===== src/rtl/apb_bridge_pkg.sv =====
// Shared types for the AHB-to-APB bridge APB sequencer: FSM states, the queued
// request record and the slave-index decode.
package apb_bridge_pkg;

    localparam int ADDR_W  = 32;
    localparam int DATA_W  = 32;
    localparam int NUM_SLV = 3;

    typedef enum logic [1:0] {
        IDLE,
        SETUP,
        ACCESS,
        DERR
    } state_e;

    typedef struct packed {
        logic [ADDR_W-1:0] addr;
        logic              write;
        logic [DATA_W-1:0] wdata;
    } apb_req_t;

    function automatic logic [1:0] slv_idx(input logic [ADDR_W-1:0] addr, input int dec_lo);
        return addr[dec_lo +: 2];
    endfunction

endpackage


===== src/rtl/apb_req_buf.sv =====
// One-entry holding register for a request accepted while the APB bus is busy.
module apb_req_buf
    import apb_bridge_pkg::*;
(
    input  logic     HCLK,
    input  logic     HRESETn,
    input  logic     push,
    input  logic     pop,
    input  apb_req_t din,
    output logic     valid,
    output apb_req_t dout
);

    logic     valid_reg;
    apb_req_t data_reg;

    always_ff @(posedge HCLK or negedge HRESETn) begin
        if (!HRESETn) begin
            valid_reg <= 1'b0;
            data_reg  <= '0;
        end else if (push) begin
            valid_reg <= 1'b1;
            data_reg  <= din;
        end else if (pop) begin
            valid_reg <= 1'b0;
        end
    end

    assign valid = valid_reg;
    assign dout  = data_reg;

endmodule


===== src/rtl/apb_bridge_ctrl.sv =====
// APB master sequencer: takes single requests over valid/ready, runs the
// SETUP/ACCESS handshake on one of NUM_SLV slaves and returns data/error.
module apb_bridge_ctrl
    import apb_bridge_pkg::*;
#(
    parameter int ADDR_W  = 32,
    parameter int DATA_W  = 32,
    parameter int NUM_SLV = 3,
    parameter int DEC_LO  = 12,
    parameter int TIMEOUT = 16
) (
    input  logic               HCLK,
    input  logic               HRESETn,
    input  logic               req_valid,
    output logic               req_ready,
    input  logic [ADDR_W-1:0]  req_addr,
    input  logic               req_write,
    input  logic [DATA_W-1:0]  req_wdata,
    output logic               rsp_valid,
    output logic [DATA_W-1:0]  rsp_rdata,
    output logic               rsp_err,
    output logic [ADDR_W-1:0]  PADDR,
    output logic [DATA_W-1:0]  PWDATA,
    output logic               PWRITE,
    output logic [NUM_SLV-1:0] PSEL,
    output logic               PENABLE,
    input  logic [DATA_W-1:0]  PRDATA,
    input  logic               PREADY,
    input  logic               PSLVERR
);

    localparam int CNT_W = (TIMEOUT > 1) ? $clog2(TIMEOUT) : 1;
    localparam logic [CNT_W-1:0] CNT_LAST = CNT_W'(TIMEOUT - 1);
    localparam logic [CNT_W-1:0] CNT_MAX  = '1;

    state_e             state_reg, state_next;
    logic [CNT_W-1:0]   cnt_reg, cnt_next;
    logic [1:0]         sel_idx_reg;
    logic [ADDR_W-1:0]  paddr_reg;
    logic [DATA_W-1:0]  pwdata_reg;
    logic               pwrite_reg;
    logic               rsp_valid_reg, rsp_err_reg;
    logic [DATA_W-1:0]  rsp_rdata_reg;

    logic     pend_valid, accept, src_avail, src_hit;
    logic     can_launch, launch, complete, timeout, sel_active;
    logic     buf_push, buf_pop;
    logic [1:0] src_idx;
    apb_req_t pend_req, in_req, src_req;

    assign req_ready = !pend_valid;
    assign accept    = req_valid && req_ready;
    assign in_req    = '{addr: req_addr, write: req_write, wdata: req_wdata};

    // A held request is always older than anything arriving now, so it launches first.
    assign src_req   = pend_valid ? pend_req : in_req;
    assign src_avail = pend_valid || accept;
    assign src_idx   = slv_idx(src_req.addr, DEC_LO);
    assign src_hit   = int'(src_idx) < NUM_SLV;

    assign timeout  = (TIMEOUT > 0) && (state_reg == ACCESS) && !PREADY && (cnt_reg == CNT_LAST);
    assign complete = (state_reg == ACCESS) && (PREADY || timeout);

    always_comb begin
        state_next = state_reg;
        cnt_next   = cnt_reg;
        can_launch = 1'b0;
        case (state_reg)
            IDLE:   can_launch = 1'b1;
            SETUP:  state_next = ACCESS;
            ACCESS: begin
                if (complete) begin
                    can_launch = 1'b1;
                    cnt_next   = '0;
                end else if (cnt_reg != CNT_MAX) begin
                    cnt_next = cnt_reg + CNT_W'(1);
                end
            end
            DERR:   can_launch = 1'b1;
            default: state_next = IDLE;
        endcase
        launch = can_launch && src_avail;
        if (can_launch) begin
            state_next = !src_avail ? IDLE : (src_hit ? SETUP : DERR);
        end
    end

    // A fresh request is parked only if it could not go straight onto the bus.
    assign buf_push = accept && !(launch && !pend_valid);
    assign buf_pop  = launch && pend_valid;

    apb_req_buf u_req_buf (
        .HCLK    (HCLK),
        .HRESETn (HRESETn),
        .push    (buf_push),
        .pop     (buf_pop),
        .din     (in_req),
        .valid   (pend_valid),
        .dout    (pend_req)
    );

    always_ff @(posedge HCLK or negedge HRESETn) begin
        if (!HRESETn) begin
            state_reg     <= IDLE;
            cnt_reg       <= '0;
            sel_idx_reg   <= '0;
            paddr_reg     <= '0;
            pwdata_reg    <= '0;
            pwrite_reg    <= 1'b0;
            rsp_valid_reg <= 1'b0;
            rsp_err_reg   <= 1'b0;
            rsp_rdata_reg <= '0;
        end else begin
            state_reg <= state_next;
            cnt_reg   <= cnt_next;
            if (launch && src_hit) begin
                sel_idx_reg <= src_idx;
                paddr_reg   <= src_req.addr;
                pwdata_reg  <= src_req.wdata;
                pwrite_reg  <= src_req.write;
            end
            rsp_valid_reg <= complete || (state_reg == DERR);
            rsp_err_reg   <= (state_reg == DERR) || timeout || (complete && PREADY && PSLVERR);
            rsp_rdata_reg <= (complete && PREADY && !pwrite_reg) ? PRDATA : '0;
        end
    end

    assign sel_active = (state_reg == SETUP) || (state_reg == ACCESS);

    generate
        for (genvar gi = 0; gi < NUM_SLV; gi++) begin : g_psel
            assign PSEL[gi] = sel_active && (sel_idx_reg == 2'(gi));
        end
    endgenerate

    assign PENABLE   = (state_reg == ACCESS);
    assign PADDR     = paddr_reg;
    assign PWDATA    = pwdata_reg;
    assign PWRITE    = pwrite_reg;
    assign rsp_valid = rsp_valid_reg;
    assign rsp_err   = rsp_err_reg;
    assign rsp_rdata = rsp_rdata_reg;

endmodule


===== config.mk =====
export PLATFORM = sky130hd
export DESIGN_NAME = apb_bridge_ctrl
export DESIGN_NICKNAME = d
export VERILOG_FILES = /design/src/rtl/apb_bridge_pkg.sv /design/src/rtl/apb_req_buf.sv /design/src/rtl/apb_bridge_ctrl.sv
export SDC_FILE = /design/constraint.sdc
export NUM_CORES = 1
export LEC_CHECK = 0
export ABC_AREA = 1
export CAP_MARGIN = 20
export CORE_UTILIZATION = 50
export CTS_CLUSTER_SIZE = 20
export DETAILED_ROUTE_END_ITERATION = 8
export GPL_TIMING_DRIVEN = 0
export PLACE_DENSITY = 0.81
export SYNTH_ARGS = -nofsm -noshare
export SYNTH_HDL_FRONTEND = slang
export SYNTH_SLANG_ARGS = --single-unit

===== constraint.sdc =====
create_clock -name HCLK -period 3.5 [get_ports HCLK]
set_input_delay 0.7 -clock HCLK [delete_from_list [all_inputs] [get_ports HCLK]]
set_output_delay 0.7 -clock HCLK [all_outputs]
set_load 0.005 [all_outputs]

-- After elaboration in Yosys (flattened, before gate mapping)
Index checks and enable logic that the tools add are counted.
- bits in registers: 173
- output and inout bits: 104
- logic and storage cells: 66
- add/subtract/negate cells: 1
- magnitude comparators: 1
- equal/unequal tests: 7
- muxes and demuxes: 12
- reduce and logical (&&, ||, !) cells: 32
- operators with widths (kind ; count):
    $mux W65 ; 1
    $mux W32 ; 1
    $logic_and A1 B1 Y1 ; 15
    $mux W2 ; 4
    $mux W4 ; 2
    $eq A2 B2 Y1 const B ; 3
    $logic_or A1 B1 Y1 ; 6
    $reduce_bool A2 Y1 ; 3
    $add A4 B1 Y4 const B ; 1
    $eq A2 B1 Y1 const B ; 2
    $eq A4 B4 Y1 const B ; 1
    $logic_not A1 Y1 ; 4
    $logic_not A2 Y1 ; 2
    $ne A4 B4 Y1 const B ; 1
    $mux W1 ; 3
    $lt A2 B2 Y1 const B ; 1
    $pmux W1 S2 ; 1
    $reduce_and A2 Y1 ; 1
    $reduce_or A2 Y1 ; 1

-- Depth between registers and ports, before layout
- depth after elaboration: 12
- gate-level depth with buffers: 12

-- Cells and area by module
A second synthesis with hierarchy kept.
- cells, all modules: 930
- area total of the unflattened synthesis: 7360.8 µm²
- modules (own cells, without submodules) (module ; instances ; cells each ; area an instance (µm²) ; sequential area each (µm²)):
    apb_bridge_ctrl ; 1 ; 651 ; 4849.7 ; 2627.5
    apb_req_buf ; 1 ; 279 ; 2511.2 ; 1651.6

-- Worst setup path before layout
OpenSTA, ideal clock, no wires.
- path type: in2reg
- start: in PREADY
- end: reg u_req_buf.data_reg (netlist bit u_req_buf.dout[21])
- arrival: 1575 ps
- required time: 3383 ps
- slack: 1808 ps
- stages: 8
- path buffers: 2
- path through: nand2_1 nand3_2 nand2_2 nand2_2 buf_4 buf_4 nand2_1 nand2_1
- word-level cells in the longest chain between the ends: 11
- RTL lines (element ; line ; text):
    from (decl) ; apb_bridge_ctrl.sv:28 ; input logic PREADY,
    $logic_not A1 Y1 ; apb_bridge_ctrl.sv:61 ; assign timeout = (TIMEOUT > 0) && (state_reg == ACCESS) && !PREADY && (cnt_reg == CNT_LAST);
    $logic_and A1 B1 Y1 (2 in series) ; apb_bridge_ctrl.sv:61 ;
    $logic_or A1 B1 Y1 * ; apb_bridge_ctrl.sv:62 ; assign complete = (state_reg == ACCESS) && (PREADY || timeout);
    $logic_and A1 B1 Y1 * ; apb_bridge_ctrl.sv:62 ;
    $mux W1 * ; apb_bridge_ctrl.sv:72 ; if (complete) begin
    $pmux W1 S2 * ; apb_bridge_ctrl.sv:68 ; case (state_reg)
    $logic_and A1 B1 Y1 * ; apb_bridge_ctrl.sv:82 ; launch = can_launch && src_avail;
    $logic_and A1 B1 Y1 * ; apb_bridge_ctrl.sv:89 ; assign buf_push = accept && !(launch && !pend_valid);
    $logic_not A1 Y1 * ; apb_bridge_ctrl.sv:89 ;
    $logic_and A1 B1 Y1 * ; apb_bridge_ctrl.sv:89 ;
    to (signal assigned) ; apb_req_buf.sv:23 ; data_reg <= din;
    to (decl) ; apb_req_buf.sv:15 ; apb_req_t data_reg;
Mark *: on every way between the ends. The rest lies on a longest branch, timed or not.
A chain may end at the register's enable or synchronous reset.

-- Worst setup path in the final report
- start: reg u_req_buf.valid_reg (netlist: u_req_buf.valid)
- end: out req_ready
- word-level cells in the longest chain between the ends: 1
- RTL lines (element ; line ; text):
    from (decl) ; apb_req_buf.sv:14 ; logic valid_reg;
    from (signal assigned) ; apb_req_buf.sv:19 ; valid_reg <= 1'b0;
    from (signal assigned) ; apb_req_buf.sv:22 ; valid_reg <= 1'b1;
    from (signal assigned) ; apb_req_buf.sv:25 ; valid_reg <= 1'b0;
    $logic_not A1 Y1 ; apb_bridge_ctrl.sv:51 ; assign req_ready = !pend_valid;
    to (decl) ; apb_bridge_ctrl.sv:15 ; output logic req_ready,
Every way passes these cells.

==> flow_summary.toml <==
[placement]
io_buffers = 205
gp_congestion = 0.788
dp_hpwl_microns = 13300

[cells_and_area]
antennaDiodeCount = 0
regArea_sq_um = 4280
final_nets = 1239
multiInputGateArea_sq_um = 2510
largest_reg_flops = 65
drive_gt1_share_pct = 5.33
fillers = 1070
area_growth_pct = 40.8
post-route-util_pct = 73.3

[clocking]
htreeDepth = 4
ctsHoldBuffers = 0
post-cts-setup-buffers = 0
cts_buffers = 17
cts_sinks = 171
clock_path_buffers = 2
path_clk_slew_ps = 60
cts_tree = "built"
clockRootBuffer = "clkbuf_16"
cts_resized = 0
worstSkewPairLatency_ps = 420

[setup_path]
crit_arrival_ps = 2060
timing.rr.start = "state_reg[0]"
crit_required_ps = 2800
worstPathMaxFanout = 10
critPathCaptureType = "output port"
crit_family = "buffers and inverters"
reg2reg_slack_ps = 1370
worstSetupStartpointType = "flop"
r2r_cells = 10
cp.buffers_inverters = 4
critPathKind = "reg -> out"
worst_r2r_endpoint = "u_req_buf.dout[26]"
crit_slowest_cell = "clkdlybuf4s50_1"
crit_chain = "buf_4, inv_2, clkbuf_1, clkdlybuf4s50_1"
cpPeakStageDelay_ps = 590

[routing]
drt_iter0_markers = 390
num_vias = 6519
ant_nets = 0
drt-pass1-iter-count = 5
finalWirelength_microns = 19000
route.detailed.drc = 0
routed_via_density = 4.92
routedWlPerCell_microns = 14.3

[global_routing]
track_usage_pct = 27.1
antenna_found_initial = 0
grt_pass1_wl_microns = 31100
grt_max_degree = 87
grt_pass1_vias = 6435
grt_overflow = 0
grtUsageMet1_pct = 33.0
busiest_layer = "met2"
globalRouteMet3Util_pct = 7.93
grt.met2_usage_pct = 45.9

[synthesis]
yosys.cell_count.top_type = "nand2_1"
synth_edf_count = 0
syn_inst = 907
ys_seq_area_share_pct = 58.6
async_reset_ff_share_pct = 100
syn-num-nets = 1014
synth.distinct_cells = 21
synth.avg_cell_area_sq_um = 8.06
synth_top_cells_by_count = "463 x nand2_1, 171 x dfrtp_1, 69 x inv_1"
synth.area.top_cells = "dfrtp_1 59%, nand2_1 24%, inv_1 3.5%"
synth_top_area_share_pct = 58.6
ys.flop_type = "dfrtp_1"
synth_area_leader_cell = "dfrtp_1"
yosys_warnings = 0
netlist_area_sq_um = 7310
ys_ff_latch = 171

[hold_path]
hp-class = "in -> async"

[floorplanning]
num_io_pins = 206
die_y_microns = 123
fp.dieW_microns = 123
row_count = 43
dieArea_sq_um = 15100
coreArea_sq_um = 14000
start_util_pct = 52.0

[job]
drv_cap = 0

[pwr]
pwr_density_cell_nw_per_um2 = 921
peakVddDrop_v = 0.000496
power_uw = 9470
p_leak_uw = 0.00541

[timing]
hold_viol_final = 0
fin_worst_skew_ps = 8.17
worst_slew_pin_slew_ps = 660
post-route-period-util_pct = 78.9
fmax_mhz = 362
rsz0062_at_grt = "false"
period_needed_ps = 2760
finalSetupViolations = 0
final-max-slew-violation-count = 0
slew_headroom_pct = 55.9

[outcome]
status = "finished, final reports clean"
## logic make-up after synthesis
group | count (synthesis) | synth area share [%]
and+or+nand+nor | 557 | 29.7
DFF | 171 | 58.6
buffers and inverters | 120 | 7.14
AOI/OAI and AO/OA | 53 | 3.66
adders and majority gates | 5 | 0.856
xor gates and xnor gates | 1 | 0.120
## per-layer routing
metal / part of all wire (%) / up-vias
met5: 0 / -
met4: 1.9 / 0
met3: 8.3 / 30
met2: 49 / 254
met1: 41 / 3042
li1: - / 3193
## worst max path at each step
stage / slack, ps / to / cells after the start / startpoint
3_3_place_gp: -5210 / rsp_rdata[10] / 1 / HRESETn
3_5_place_dp: 820 / u_req_buf.dout[23] / 8 / req_valid
5_1_grt: 640 / req_ready / 4 / u_req_buf.valid
6_report: 740 / req_ready / 4 / u_req_buf.valid
2_1_floorplan: 1810 / u_req_buf.dout[21] / 8 / PREADY
4_1_cts: 710 / req_ready / 4 / u_req_buf.valid
## cell usage in the layout, fill, tap and decap left out, drive strengths merged
master and count:
nand2 465, clkdlybuf4s50 204, dfrtp 171, inv 71, o21ai 50, nand3 45, clkbuf 43, nor2 42
buf 30, ha 5, bufinv 5, clkinvlp 3, nor3 2, nand4 2, a21oi 2, clkinv 2
or2 1, o31ai 1, xor2 1
## cell type report
cell class                 count  area share (%)
clock inverter                10            1.81
tap                          180            2.19
inverter                      71            2.59
timing repair buffer         206            20.3
clock buffer                  22            4.71
multi-input combinational    616            24.4
sequential                   171            41.6
buffer                        49            2.48
## report_power, final
group / total (uW) / switching [uW] / internal, uW
combinational: 4150 / 2370 / 1780
clock: 2100 / 757 / 1340
sequential: 3220 / 423 / 2800
## metrics by stage
stage | instance area (sq um) | setup slack (ps) | TNS [ps] | instances | hold slack [ps]
after floorplan | 7310 | 1810 | 0 | 907 | 404
after global placement | 9580 | -5210 | -889160 | 1292 | 453
after detailed placement | 9620 | 825 | 0 | 1293 | 459
after CTS | 10300 | 712 | 0 | 1325 | 292
after global routing | 10300 | 639 | 0 | 1325 | 301
final | 10300 | 738 | 0 | 1325 | 262
(Power assumes the default switching activity.)
